**config.mk**
```make
export PLATFORM = sky130hd
export DESIGN_NAME = move_sequencer
export DESIGN_NICKNAME = d
export VERILOG_FILES = /design/src/rtl/move_sequencer.sv
export SDC_FILE = /design/constraint.sdc
export NUM_CORES = 1
export LEC_CHECK = 0
export CAP_MARGIN = 20
export CORE_MARGIN = 2
export CORE_UTILIZATION = 40
export CTS_CLUSTER_DIAMETER = 30
export DETAILED_ROUTE_END_ITERATION = 10
export DONT_BUFFER_PORTS = 1
export PLACE_DENSITY_LB_ADDON = 0.05
export SYNTH_ARGS = -nofsm -noshare
export SYNTH_HDL_FRONTEND = slang
export SYNTH_SLANG_ARGS = --single-unit
```
**constraint.sdc**
```tcl
create_clock -name clk -period 7.45 [get_ports clk]
set_input_delay 1.1175 -clock clk [delete_from_list [all_inputs] [get_ports clk]]
set_output_delay 1.1175 -clock clk [all_outputs]
set_load 0.1 [all_outputs]
```
**src/rtl/move_sequencer.sv**
```systemverilog
// rtl/move_sequencer.sv - one-command-at-a-time player movement sequencer for the 10x10 dungeon grid
// Checks move targets against grid edges and walls, reveals the surrounding fog-of-war cells, then requests a redraw.
module move_sequencer #(
   parameter int GRID_W    = 10,
   parameter int GRID_H    = 10,
   parameter int POS_W     = 16,
   parameter int START_POS = 50,
   parameter int EXIT_POS  = 59,
   parameter int WALL_CODE = 5
) (
   input  logic             clk,
   input  logic             rst,
   input  logic             cmd_valid,
   output logic             cmd_ready,
   input  logic [2:0]       cmd,
   output logic             map_rd_en,
   output logic [POS_W-1:0] map_rd_addr,
   input  logic [2:0]       map_rd_data,
   output logic             reveal_we,
   output logic [POS_W-1:0] reveal_addr,
   output logic             disp_req,
   input  logic             disp_ack,
   output logic [POS_W-1:0] cur_pos,
   output logic             at_exit,
   output logic             bump,
   output logic             quit
);

   typedef enum logic [2:0] {S_IDLE, S_CHECK, S_WAIT, S_REVEAL, S_DISP, S_DONE} state_t;

   localparam logic signed [5:0] GW        = 6'(GRID_W);
   localparam logic signed [5:0] GH        = 6'(GRID_H);
   localparam logic signed [5:0] START_ROW = 6'(START_POS / GRID_W);
   localparam logic signed [5:0] START_COL = 6'(START_POS % GRID_W);
   localparam logic [POS_W-1:0]  START_IDX = POS_W'(START_POS);
   localparam logic [POS_W-1:0]  EXIT_IDX  = POS_W'(EXIT_POS);
   localparam logic [POS_W-1:0]  GW_IDX    = POS_W'(GRID_W);
   localparam logic [2:0]        WALL      = 3'(WALL_CODE);

   function automatic logic in_grid(input logic signed [5:0] r, input logic signed [5:0] c);
      return !r[5] && (r < GH) && !c[5] && (c < GW);
   endfunction

   function automatic logic [POS_W-1:0] cell_idx(input logic signed [5:0] r, input logic signed [5:0] c);
      return POS_W'($unsigned(r)) * GW_IDX + POS_W'($unsigned(c));
   endfunction

   state_t                state_q, state_d;
   logic [3:0]            slot_q, slot_d;
   logic [2:0]            cmd_q, cmd_d;
   logic signed [5:0]     row_q, row_d, col_q, col_d;
   logic [POS_W-1:0]      cur_pos_q, cur_pos_d;
   logic                  at_exit_q, at_exit_d;
   logic                  quit_q, quit_d;

   logic signed [5:0]     t_row, t_col, rv_dr, rv_dc, rv_row, rv_col;
   logic                  is_move;
   logic                  ready_c, rd_en_c, we_c, disp_c, bump_c;

   always_comb begin
      t_row   = row_q;
      t_col   = col_q;
      is_move = 1'b1;
      case (cmd_q)
         3'd1:    t_col = col_q + 6'sd1;
         3'd2:    t_col = col_q - 6'sd1;
         3'd3:    t_row = row_q - 6'sd1;
         3'd4:    t_row = row_q + 6'sd1;
         default: is_move = 1'b0;
      endcase
   end

   // Fixed diamond-shaped reveal order, radius 2 on the axes and 1 on the diagonals
   always_comb begin
      rv_dr = 6'sd0;
      rv_dc = 6'sd0;
      case (slot_q)
         4'd0:    begin rv_dr = -6'sd2; rv_dc =  6'sd0; end
         4'd1:    begin rv_dr = -6'sd1; rv_dc = -6'sd1; end
         4'd2:    begin rv_dr = -6'sd1; rv_dc =  6'sd0; end
         4'd3:    begin rv_dr = -6'sd1; rv_dc =  6'sd1; end
         4'd4:    begin rv_dr =  6'sd0; rv_dc = -6'sd2; end
         4'd5:    begin rv_dr =  6'sd0; rv_dc = -6'sd1; end
         4'd6:    begin rv_dr =  6'sd0; rv_dc =  6'sd0; end
         4'd7:    begin rv_dr =  6'sd0; rv_dc =  6'sd1; end
         4'd8:    begin rv_dr =  6'sd0; rv_dc =  6'sd2; end
         4'd9:    begin rv_dr =  6'sd1; rv_dc = -6'sd1; end
         4'd10:   begin rv_dr =  6'sd1; rv_dc =  6'sd0; end
         4'd11:   begin rv_dr =  6'sd1; rv_dc =  6'sd1; end
         default: begin rv_dr =  6'sd2; rv_dc =  6'sd0; end
      endcase
      rv_row = row_q + rv_dr;
      rv_col = col_q + rv_dc;
   end

   always_comb begin
      state_d     = state_q;
      slot_d      = slot_q;
      cmd_d       = cmd_q;
      row_d       = row_q;
      col_d       = col_q;
      cur_pos_d   = cur_pos_q;
      at_exit_d   = at_exit_q;
      quit_d      = quit_q;
      ready_c     = 1'b0;
      rd_en_c     = 1'b0;
      we_c        = 1'b0;
      disp_c      = 1'b0;
      bump_c      = 1'b0;
      map_rd_addr = cell_idx(t_row, t_col);
      reveal_addr = cell_idx(rv_row, rv_col);
      case (state_q)
         S_IDLE: begin
            ready_c = 1'b1;
            if (cmd_valid) begin
               cmd_d   = cmd;
               state_d = S_CHECK;
            end
         end
         S_CHECK: begin
            if (is_move) begin
               if (in_grid(t_row, t_col)) begin
                  rd_en_c = 1'b1;
                  state_d = S_WAIT;
               end else begin
                  bump_c  = 1'b1;
                  state_d = S_DISP;
               end
            end else if (cmd_q == 3'd5) begin
               quit_d  = 1'b1;
               state_d = S_DONE;
            end else begin
               state_d = S_IDLE;
            end
         end
         S_WAIT: begin
            if (map_rd_data == WALL) begin
               bump_c  = 1'b1;
               state_d = S_DISP;
            end else begin
               row_d     = t_row;
               col_d     = t_col;
               cur_pos_d = cell_idx(t_row, t_col);
               at_exit_d = (cell_idx(t_row, t_col) == EXIT_IDX);
               slot_d    = 4'd0;
               state_d   = S_REVEAL;
            end
         end
         S_REVEAL: begin
            we_c = in_grid(rv_row, rv_col);
            if (slot_q == 4'd12) begin
               slot_d  = 4'd0;
               state_d = S_DISP;
            end else begin
               slot_d = slot_q + 4'd1;
            end
         end
         S_DISP: begin
            disp_c = 1'b1;
            if (disp_ack) state_d = quit_q ? S_DONE : S_IDLE;
         end
         S_DONE:  ;
         default: state_d = S_IDLE;
      endcase
   end

   always_ff @(posedge clk or posedge rst) begin
      if (rst) begin
         state_q   <= S_REVEAL;
         slot_q    <= 4'd0;
         cmd_q     <= 3'd0;
         row_q     <= START_ROW;
         col_q     <= START_COL;
         cur_pos_q <= START_IDX;
         at_exit_q <= 1'b0;
         quit_q    <= 1'b0;
      end else begin
         state_q   <= state_d;
         slot_q    <= slot_d;
         cmd_q     <= cmd_d;
         row_q     <= row_d;
         col_q     <= col_d;
         cur_pos_q <= cur_pos_d;
         at_exit_q <= at_exit_d;
         quit_q    <= quit_d;
      end
   end

   // Strobes are held low while reset is asserted even though the reset state is mid-reveal
   assign cmd_ready = ready_c & ~rst;
   assign map_rd_en = rd_en_c & ~rst;
   assign reveal_we = we_c & ~rst;
   assign disp_req  = disp_c & ~rst;
   assign bump      = bump_c & ~rst;
   assign cur_pos   = cur_pos_q;
   assign at_exit   = at_exit_q;
   assign quit      = quit_q;

endmodule

```
Word level (Yosys, flattened, before mapping). Memories as Yosys holds them, arrays and structs flattened. Index checks and enable logic that the tools add are counted.

Add/subtract/negate cells: 9. Multipliers: 2. Magnitude comparators: 4. Eq/ne operators: 17. Mux-type cells: 25. Bitwise operators: 9. Reductions and logical operators: 18.

Operator list (count): 6-bit by 5-bit < comparator with 1-bit output, second input constant (4); 3-bit two-way mux (8); 6-bit case mux with 2 select lines (2); 10-bit by 6-bit adder with 11-bit output (2); 6-bit by 3-bit multiplier with 9-bit output, second input constant (2); 3-bit case mux with 6 select lines (1); 3-bit == test, second input constant (5); 6-bit by 2-bit adder with 6-bit output, second input constant (2); 6-bit adder (2); 3-bit by 2-bit == test with 1-bit output, second input constant (4); 6-bit by 2-bit subtractor with 6-bit output, second input constant (2); 11-bit by 6-bit == test with 1-bit output, second input constant (1); 1-bit two-way mux (10); 4-bit two-way mux (2); 2-bit inequality test, second input constant (4); 4-bit case mux with 2 select lines (1); 3-bit by 1-bit == test with 1-bit output, second input constant (2); 1-bit logical AND (6); 2-bit AND reduction (3); 1-bit AND (5); 4-bit by 1-bit adder with 4-bit output, second input constant (1); 4-bit == test, second input constant (1); 1-bit zero test (4); 1-bit NOT (4); other kinds (6) (6).

Flip-flop bits (word level): 40. Bits in read-only memories: 192. Input bits: 10. Output and inout port bits: 55. Memories kept: 1.

Memory list: (name not given) (depth 16, bits a word 12, rd ports 1, clocked after memory_dff 0, write ports 0, line 77) `case (slot_q)`.

Logic depth before layout (Yosys ltp).
Depth after elaboration: 10. Mapped depth: 21. Gate-level depth less buffers: 20.

Worst setup path after synthesis. Ideal clock, no wire load.

Kind: register to output. Start: register cmd_q[0]. End: output map_rd_addr[10]. Arrival time: 5.687 ns. Data required time: 6.332 ns. Setup slack: 0.645 ns. Cell stages (with the launch flop): 17. Buffers on the path: 1. Cells stage by stage: dfrtp_1 buf_6 nor2_8 nand2_8 inv_1 fa_1 nand3_1 o21ai_0 and2_1 a211oi_1 ha_1 ha_1 fa_1 ha_1 a21oi_1 or3_1 nor3_1.

Cells in the longest elaborated chain, start to end: 4. Elaborated cells between the ends (all ways): 8. Classes of those cells: add/sub (1); mul (1); eq/ne (4); mux (2).

Ends and longest elaborated chain: start: declaration (line 50) `logic [2:0] cmd_q, cmd_d;`; start signal: assignment (line 180) `cmd_q <= cmd_d;`; 3-bit == test / 3-bit by 2-bit == test with 1-bit output (equally long branches) (line 64) `case (cmd_q)`; 6-bit case mux with 2 select lines * (line 64); net t_row[1] (line 56) `logic signed [5:0] t_row, t_col, rv_dr, rv_dc, rv_row, rv_col;`; 6-bit by 3-bit multiplier with 9-bit output * (line 45) `return POS_W'($unsigned(r)) * GW_IDX + POS_W'($unsigned(c));`; 10-bit by 6-bit adder with 11-bit output * (line 45); end: declaration (line 17) `output logic [POS_W-1:0] map_rd_addr,`.

The timed path passes the listed nets; every way through them passes the cells marked *.

Worst setup path in the final report.
Start: register cmd_q[0]. End: output map_rd_addr[5].

Same word-level chain as after synthesis.

==> results by group <==
Clock tree
  • Worst skew pair latency: 290 ps
  • CTS HTree Levels: 2
  • Clock buffer depth: 2
  • CTS Sinks: 34
  • Buffer count from post-CTS setup fixing: 0
  • Clock transition at the registers of the reported paths: 80 ps
  • Hold Buf Count CTS: 0
  • CTS root buf: clkbuf_8
  • CTS tree: yes
  • Cts bufs inserted: 5
  • # resized after CTS: 0

Timing
  • Fin crit share: 81.88%
  • Fmax: 0.1639 GHz
  • RSZ-0062 raised after global routing: no
  • Setup Skew: 11.74 ps
  • Slew Limit Headroom: 22.58%
  • Final setup violation count: 0
  • Final Critical Period: 6100 ps
  • Tightest Pin Transition: 1160 ps
  • Hold Fails Final Rpt: 0
  • Total negative setup slack: 0 ps
  • Fin. max-slew vios: 0

Route
  • Met2 Wirelength: 3798 microns
  • DR pass1 iterations: 4
  • DRC viols: 0
  • Routed wire length: 8078 microns
  • Top layer in use: met4
  • Initial DRC count: 51
  • WL met1: 3924 microns
  • Via count: 2851
  • DR vias/cell: 4.882
  • Antenna Violating Nets Remaining: 0
  • Post-DR wirelength/cell: 13.83 microns
  • Met3 Wirelength: 318 microns

Cells and area
  • Design area: 4317 sq um
  • FILL cells: 890
  • Synth-to-layout area growth: 13.30%
  • Layout cell share with drive strength beyond 1: 17.80%
  • # diodes: 0
  • Nets: 522

GRT
  • Largest net degree at the start of global routing: 36
  • Initial antenna violation count: 0
  • Vias in the first global route: 2931
  • Total GRT Usage: 17.01%
  • Grt total ovfl: 0
  • First-pass GRT wire length: 13990 microns

Floorplanning
  • Die Area: 10320 sq um
  • Cell Rows: 35
  • Core box area: 9240 sq um
  • Die W: 101.6 microns
  • Die Y: 101.6 microns
  • # IOs: 65
  • Initial Utilization: 41.23%

Synthesis
  • Asr flop ratio synth: 100.0%
  • Synth warn: 0
  • Synth cell types: 60
  • EDFF count, synth: 0
  • Seq cells post-synth: 34
  • Most used DFF post-synth: dfrtp_1
  • Post-Syn Area: 3810 sq um
  • Syn Area/Cell: 8.639 sq um
  • Register area share after synthesis: 22.56%
  • Cells after Synth: 441

Worst setup path
  • CP Capture Type: output pin
  • Crit path largest cell delay: 890 ps
  • WP buf/inv: 1
  • WP data required: 6330 ps
  • CP max-delay cell: nor2_2
  • Kind of critical path: reg2out
  • Arr. time, crit path: 4980 ps
  • Startpoint types: flop
  • CP delay by family, top: adder cells
  • Critical Path Fanout Max: 10
  • CP most frequent cell: ha_1
  • Crit path cell chain: nor2_8 > nand2_8 > inv_1 > fa_1 > nand3_1 > o21ai_0 > and2_1 > a211oi_1 > ha_1 > ha_1 > fa_1 > ha_1 > and2_1 > nor2_2

Run status
  • Status: complete, no violations

Place
  • HPWL Detailed: 6500 microns
  • Port bufs: 0
  • Area after detailed placement: 4179 sq um
  • GPL Wtd Cong: 0.7927

Job
  • Max-Cap Viols: 0

Hold path
  • Min-Delay Path Class: reg2reg
==> cell type report <==
cell class / instances / area, sq um / area share, %
multi-input combinational: 353 / 2783 / 64.46
clock inverter: 3 / 68.82 / 1.594
sequential: 34 / 859.6 / 19.91
tap: 129 / 161.4 / 3.739
clock buffer: 5 / 68.82 / 1.594
timing repair buffer: 20 / 222.7 / 5.159
inverter: 40 / 152.6 / 3.536
==> cells in the mapped netlist (4+ instances only) <==
cell type,count,area [sq um]
nand2_1,59,221.5
a21o_1,13,97.59
nor2_1,23,86.33
nor3_1,6,30.03
and2_1,4,25.02
dfstp_2,7,183.9
clkbuf_1,7,26.28
ha_1,50,625.6
xor2_1,15,131.4
nand2b_1,5,31.28
a21oi_1,23,115.1
dfrtp_1,27,675.7
xnor2_1,30,262.8
mux2_2,5,56.30
nand3_1,8,40.04
o21ai_0,31,155.2
fa_1,8,160.2
buf_4,18,135.1
inv_1,39,146.4
==> placed cells by master, fill, tap and decap left out, drive strengths merged, types with 3 or more instances in the layout <==
| cell | synthesis | routed |
|---|---|---|
| nand4 | 3 | 3 |
| clkbuf | 7 | 8 |
| nand2 | 62 | 62 |
| nand3 | 10 | 10 |
| o21ai | 32 | 32 |
| and2 | 5 | 5 |
| a21o | 13 | 13 |
| buf | 22 | 17 |
| inv | 40 | 40 |
| nor4 | 3 | 3 |
| nor2b | 3 | 3 |
| a211oi | 4 | 4 |
| mux2 | 7 | 7 |
| conb | 1 | 16 |
| dfrtp | 27 | 27 |
| xnor2 | 30 | 30 |
| mux2i | 4 | 4 |
| o211ai | 3 | 3 |
| xor2 | 17 | 17 |
| nor2 | 25 | 25 |
| nand2b | 5 | 5 |
| nor3 | 6 | 6 |
| fa | 8 | 8 |
| ha | 50 | 50 |
| a21oi | 25 | 25 |
| a31oi | 4 | 4 |
| o21bai | 3 | 3 |
| dfstp | 7 | 7 |
==> sequential cells by signal, indices dropped and copies added (netlist names) <==
name and cells:
state_q 3, quit 1, cur_pos 10, col_q 6, at_exit 1, cmd_q 3, slot_q 4, row_q 6
==> stage by stage <==
step	std cells	utilization (%)	worst slack [ps]	hold WS, ps
global route	584	46.72	1049	549.9
finish	584	46.72	1350	533.2
detailed placement	576	45.23	1679	527.1
CTS	584	46.72	1338	542.8
global placement	576	45.23	1765	526.4
floorplan	456	-	645.2	492.0
==> layer usage <==
layer / track usage [%] / up-vias
li1: - / 1477
met1: 22.98 / 1314
met2: 28.54 / 55
met3: 3.244 / 5
met4: 3.222 / 0
met5: 0 / -
==> worst paths after layout <==
path / startpoint / to / slack [ps] / cells past startpoint
worst min register to register: row_q[0] / row_q[0] / 530 / 1
max in group asynchronous: rst / state_q[1] / 6270 / 2
worst max register to register: cmd_q[0] / at_exit / 2040 / 18
worst min-delay path: row_q[0] / row_q[0] / 530 / 1
worst max-delay path: cmd_q[0] / map_rd_addr[5] / 1350 / 14
min in group asynchronous: rst / quit / 820 / 2
==> cell families after synthesis <==
kind of cell,synth area share (%)
AO/OA/AOI/OAI,14.84
XOR/XNOR,11.49
adder cells (fa/ha/maj),20.62
buffers and inverters,9.228
flip-flops,22.56
multiplexers,3.974
other,0.09843
AND/OR/NAND/NOR,17.18
Power is not shown: default switching activity piles up to over one toggle a cycle in this logic, so the estimate is an artifact.
